--- config.mk ---
export PLATFORM = sky130hd
export DESIGN_NAME = imem_loader
export DESIGN_NICKNAME = d
export VERILOG_FILES = /design/src/rtl/imem_loader_pkg.sv /design/src/rtl/imem_loader.sv
export SDC_FILE = /design/constraint.sdc
export NUM_CORES = 1
export LEC_CHECK = 0
export CAP_MARGIN = 20
export CELL_PAD_IN_SITES_DETAIL_PLACEMENT = 0
export CELL_PAD_IN_SITES_GLOBAL_PLACEMENT = 1
export CORE_ASPECT_RATIO = 0.7
export CORE_UTILIZATION = 45
export CTS_BUF_LIST = sky130_fd_sc_hd__clkbuf_8
export CTS_CLUSTER_DIAMETER = 50
export DETAILED_ROUTE_END_ITERATION = 8
export PLACE_DENSITY = 0.91
export SLEW_MARGIN = 20
export SYNTH_ARGS = -nofsm -noshare
export SYNTH_HDL_FRONTEND = slang
export SYNTH_SLANG_ARGS = --single-unit
--- constraint.sdc ---
create_clock -name clk -period 2.45 [get_ports clk]
set_input_delay 0.245 -clock clk [delete_from_list [all_inputs] [get_ports clk]]
set_output_delay 0.245 -clock clk [all_outputs]
set_load 0.01 [all_outputs]
--- src/rtl/imem_loader_pkg.sv ---
// Shared constants and state encoding for the instruction-memory loader.
// Frame layout: MAGIC, N[7:0], N[15:8], 4*N payload bytes, XOR checksum.
package imem_loader_pkg;

    localparam logic [7:0] LOADER_MAGIC = 8'hA5;

    typedef enum logic [2:0] {
        LD_IDLE,
        LD_LEN0,
        LD_LEN1,
        LD_DATA,
        LD_WR,
        LD_CSUM,
        LD_DONE,
        LD_ERR
    } loader_state_t;

endpackage

--- src/rtl/imem_loader.sv ---
// Assembles little-endian 32-bit words from a framed byte stream and writes them into imem.
// Holds the core in reset until a frame with a matching XOR checksum has been fully loaded.
module imem_loader
    import imem_loader_pkg::*;
#(
    parameter int         ADDR_W = 10,
    parameter logic [7:0] MAGIC  = LOADER_MAGIC
) (
    input  logic              clk,
    input  logic              rst_n,
    input  logic              rx_valid,
    input  logic [7:0]        rx_data,
    output logic              rx_ready,
    output logic              imem_we,
    output logic [ADDR_W-1:0] imem_addr,
    output logic [31:0]       imem_wdata,
    output logic              core_rst_n,
    output logic              busy,
    output logic              done,
    output logic              error
);

    localparam int          CNT_W     = ADDR_W + 1;
    localparam logic [16:0] MAX_WORDS = 17'(1) << ADDR_W;

    loader_state_t     state_reg, state_next;
    logic [1:0]        lane_reg, lane_next;
    logic [31:0]       shift_reg, shift_next;
    logic [7:0]        csum_reg, csum_next;
    logic [15:0]       len_reg, len_next;
    logic [CNT_W-1:0]  word_idx_reg, word_idx_next;
    logic [ADDR_W-1:0] addr_reg, addr_next;
    logic [31:0]       wdata_reg, wdata_next;
    logic              rx_ready_reg, we_reg, core_rst_n_reg, busy_reg, done_reg, error_reg;

    logic        accept;
    logic [15:0] len_cand;

    assign accept   = rx_valid & rx_ready_reg;
    assign len_cand = {rx_data, len_reg[7:0]};

    always_comb begin
        state_next    = state_reg;
        lane_next     = lane_reg;
        shift_next    = shift_reg;
        csum_next     = csum_reg;
        len_next      = len_reg;
        word_idx_next = word_idx_reg;
        addr_next     = addr_reg;
        wdata_next    = wdata_reg;
        case (state_reg)
            LD_IDLE, LD_DONE, LD_ERR: begin
                if (accept && rx_data == MAGIC) state_next = LD_LEN0;
            end
            LD_LEN0: begin
                if (accept) begin
                    len_next[7:0] = rx_data;
                    state_next    = LD_LEN1;
                end
            end
            LD_LEN1: begin
                if (accept) begin
                    len_next = len_cand;
                    // N is checked against capacity in 17 bits so N == 2**ADDR_W is legal
                    if (len_cand == 16'd0 || {1'b0, len_cand} > MAX_WORDS) begin
                        state_next = LD_ERR;
                    end else begin
                        state_next    = LD_DATA;
                        word_idx_next = '0;
                        lane_next     = 2'd0;
                        csum_next     = 8'd0;
                    end
                end
            end
            LD_DATA: begin
                if (accept) begin
                    shift_next[{lane_reg, 3'b000} +: 8] = rx_data;
                    csum_next = csum_reg ^ rx_data;
                    if (lane_reg == 2'd3) begin
                        wdata_next = shift_next;
                        addr_next  = word_idx_reg[ADDR_W-1:0];
                        state_next = LD_WR;
                    end else begin
                        lane_next = lane_reg + 2'd1;
                    end
                end
            end
            LD_WR: begin
                word_idx_next = word_idx_reg + CNT_W'(1);
                lane_next     = 2'd0;
                if (17'(word_idx_reg) + 17'd1 == {1'b0, len_reg}) state_next = LD_CSUM;
                else                                              state_next = LD_DATA;
            end
            LD_CSUM: begin
                if (accept) state_next = (rx_data == csum_reg) ? LD_DONE : LD_ERR;
            end
            default: state_next = LD_IDLE;
        endcase
    end

    // Outputs are registered from the next state so they line up with state_reg.
    always_ff @(posedge clk or negedge rst_n) begin
        if (!rst_n) begin
            state_reg      <= LD_IDLE;
            lane_reg       <= 2'd0;
            shift_reg      <= '0;
            csum_reg       <= '0;
            len_reg        <= '0;
            word_idx_reg   <= '0;
            addr_reg       <= '0;
            wdata_reg      <= '0;
            rx_ready_reg   <= 1'b1;
            we_reg         <= 1'b0;
            core_rst_n_reg <= 1'b0;
            busy_reg       <= 1'b0;
            done_reg       <= 1'b0;
            error_reg      <= 1'b0;
        end else begin
            state_reg      <= state_next;
            lane_reg       <= lane_next;
            shift_reg      <= shift_next;
            csum_reg       <= csum_next;
            len_reg        <= len_next;
            word_idx_reg   <= word_idx_next;
            addr_reg       <= addr_next;
            wdata_reg      <= wdata_next;
            rx_ready_reg   <= (state_next != LD_WR);
            we_reg         <= (state_next == LD_WR);
            core_rst_n_reg <= (state_next == LD_DONE);
            busy_reg       <= (state_next inside {LD_LEN0, LD_LEN1, LD_DATA, LD_WR, LD_CSUM});
            done_reg       <= (state_next == LD_DONE);
            error_reg      <= (state_next == LD_ERR);
        end
    end

    assign rx_ready   = rx_ready_reg;
    assign imem_we    = we_reg;
    assign imem_addr  = addr_reg;
    assign imem_wdata = wdata_reg;
    assign core_rst_n = core_rst_n_reg;
    assign busy       = busy_reg;
    assign done       = done_reg;
    assign error      = error_reg;

endmodule

==> results.toml <==
[power_and_ir_drop]
vdd_drop_max_uv = 603
power_density_mw_per_mm2 = 1200
switching_share_pct = 35.0
seq_power_share_pct = 38.9
p_total_uw = 8550
combPwrFrac_pct = 36.8
internal_power_uw = 5560
switchingPower_uw = 3000
clkPwrFrac_pct = 24.3
p_leak_uw = 0.00307

[global_route]
grt_first_pass_wirelength_mm = 23.7
grtUsageTotal_pct = 23.2
antenna_found_initial = 0
grt_overflow = 0
grt_pass1_vias = 4514
grt_max_degree = 67

[routing]
ant_nets = 0
first_iter_violations = 346
drtPass1Iterations = 5
avgRoutedWirePerCell_um = 17.8
totalWireLength_mm = 14.5
routed_via_density = 5.67
via_count = 4609
drcViolationCount = 0

[synthesis]
syn-num-nets = 583
synthCells = 565
yosysUniqueCellTypes = 63
avgSynthCellArea_um2 = 10.3
yosys_warnings = 0
synth_edf_count = 0
synthFlopType = "dfrtp_1"
synthesis.area_mm2 = 0.00581
synth_async_sr_flop_share_pct = 100
ys_seq_elements = 119
ys_seq_area_share_pct = 51.2

[die]
rows = 34
ios = 59
core-area_mm2 = 0.0125
initial_utilization_pct = 46.5
dieArea_mm2 = 0.0134
die_x_um = 138
die_h_um = 97.1

[cells_and_area]
layout_commonest_cell = "dfrtp_1"
layout_common_cells = "118 x dfrtp_1, 66 x nand2_1, 57 x clkdlybuf4s50_1"
antenna_cells = 0
drive_above_1_share_pct = 14.3
area_growth_pct = 22.9
nets = 657

[timing]
clock.fmax_ghz = 0.447
slew_headroom_pct = 49.8
setup_viol = 0
finalCritPeriodShare_pct = 91.2
fin_crit_ns = 2.24
worst_pin_slew_ns = 0.752
finalHoldViolCount = 0
fin_skew_ns = 0.0121
final_max_slew_viol_count = 0
rsz0062_at_grt = "no"
fin_setup_tns_ns = 0

[cts]
clock_latency_ns = 0.43
cts_resized = 0
cts_buffers = 17
cts_tree = "yes"
clock-sinks = 119
clk_path_buf_depth = 2
clk_pin_slew_ns = 0.07
ctsHtreeMaxLevel = 4
clockRootBuffer = "clkbuf_8"

[placement]
post-dp-hpwl_mm = 9.74
gp_congestion = 0.828
port_buffers = 58

[outcome]
status = "complete, no violations"

[critical_path]
path_class = "flip-flop to flip-flop"
r2r_slack_ns = 0.21
startpoint_type = "flip-flop"
endpoint_kind = "flip-flop"
cp_max_fo = 2
cp.arrival_ns = 2.52
required_ns = 2.74

[hold_path]
hold_class = "input port to async pin"

[job]
maxCapViolations = 0
## what timing repair did
action                    4_1_cts  5_1_grt
hold buffers                    1        0
hold endpoints to repair       51        0
setup buffers                   0        0
## power groups by stage
stage               Clock, µW  Combinational, µW  Sequential (µW)
floorplan                   0               2050             3220
global placement            0               3030             3300
detailed placement          0               3110             3350
CTS                      2100               3150             3320
global route             2180               3450             3430
finish                   2080               3150             3330
## synth_stat cells, drive strengths merged, types with 3 or more instances
| library cell | count | area, µm² |
|---|---|---|
| dfrtp | 118 | 2950 |
| nand2 | 66 | 248 |
| o21ai | 54 | 274 |
| a21oi | 39 | 195 |
| nor2b | 35 | 219 |
| a22o | 33 | 289 |
| nor2 | 31 | 116 |
| mux2 | 26 | 293 |
| clkbuf | 17 | 73.8 |
| buf | 16 | 98.9 |
| xnor2 | 15 | 131 |
| inv | 9 | 33.8 |
| nand3 | 9 | 55.1 |
| nor3 | 9 | 55.1 |
| mux2i | 8 | 80.1 |
| ha | 7 | 87.6 |
| xor2 | 7 | 61.3 |
| and2 | 6 | 37.5 |
| nand4 | 6 | 52.6 |
| a31oi | 5 | 31.3 |
| nor4 | 5 | 37.5 |
| o31ai | 5 | 42.5 |
| a21o | 3 | 22.5 |
| nand2b | 3 | 18.8 |
| or3 | 3 | 18.8 |
## routing by layer
metal | up-vias | track usage, % | share of wire [%]
met3 | 16 | 5.11 | 6.3
met1 | 2290 | 35.2 | 49
met4 | 0 | 7.11 | 1.0
li1 | 2145 | - | -
met2 | 158 | 32.7 | 43
met5 | - | 0 | 0
## critical path, cell delays in order, from the launching register on
cell and delay, ns:
dfrtp_1 0.37, or4_1 0.56, nor4_1 0.42, nand4_1 0.18
a2111oi_2 0.47, o21bai_1 0.10
## final timing paths
kind                                 from        endpoint  depth (start not counted)
setup / recovery              len_reg[13]    state_reg[1]                          5
hold / removal                      rst_n    state_reg[0]                          2
setup reg to reg              len_reg[13]    state_reg[1]                          5
hold reg to reg            imem_wdata[19]  imem_wdata[19]                          2
max in group asynchronous           rst_n      len_reg[1]                          3
min in group clk           imem_wdata[19]  imem_wdata[19]                          2
## metrics by stage
stage | cells | setup WS (ns) | cell area [µm²] | hold slack, ns | util, %
final | 813 | 0.214 | 7150 | 0.417 | 57.2
after global routing | 813 | 0.0506 | 7150 | 0.499 | 57.2
after CTS | 813 | 0.180 | 7150 | 0.430 | 57.2
after detailed placement | 781 | 0.105 | 6670 | 0.353 | 53.3
after global placement | 781 | 0.163 | 6670 | 0.347 | 53.3
after floorplan | 565 | 0.461 | 5810 | -0.0506 | -
## area by class of cell
cell class | count | area (µm²)
clock buffer | 24 | 330
clock inverter | 7 | 138
fill | 1034 | 5360
inverter | 9 | 33.8
multi-input combinational | 404 | 2630
sequential | 119 | 2980
tap | 162 | 203
timing repair buffer | 88 | 831
## kinds of logic after synthesis
family          count (synthesis)  share of synthesized area (%)
xor+xnor                       22                           3.31
compound gates                154                           17.2
mux                            34                           6.41
simple gates                  187                           16.8
flops                         119                           51.2
fa+ha+maj                       7                           1.51
buf+inv                        42                           3.55
(Power assumes the default switching activity.)
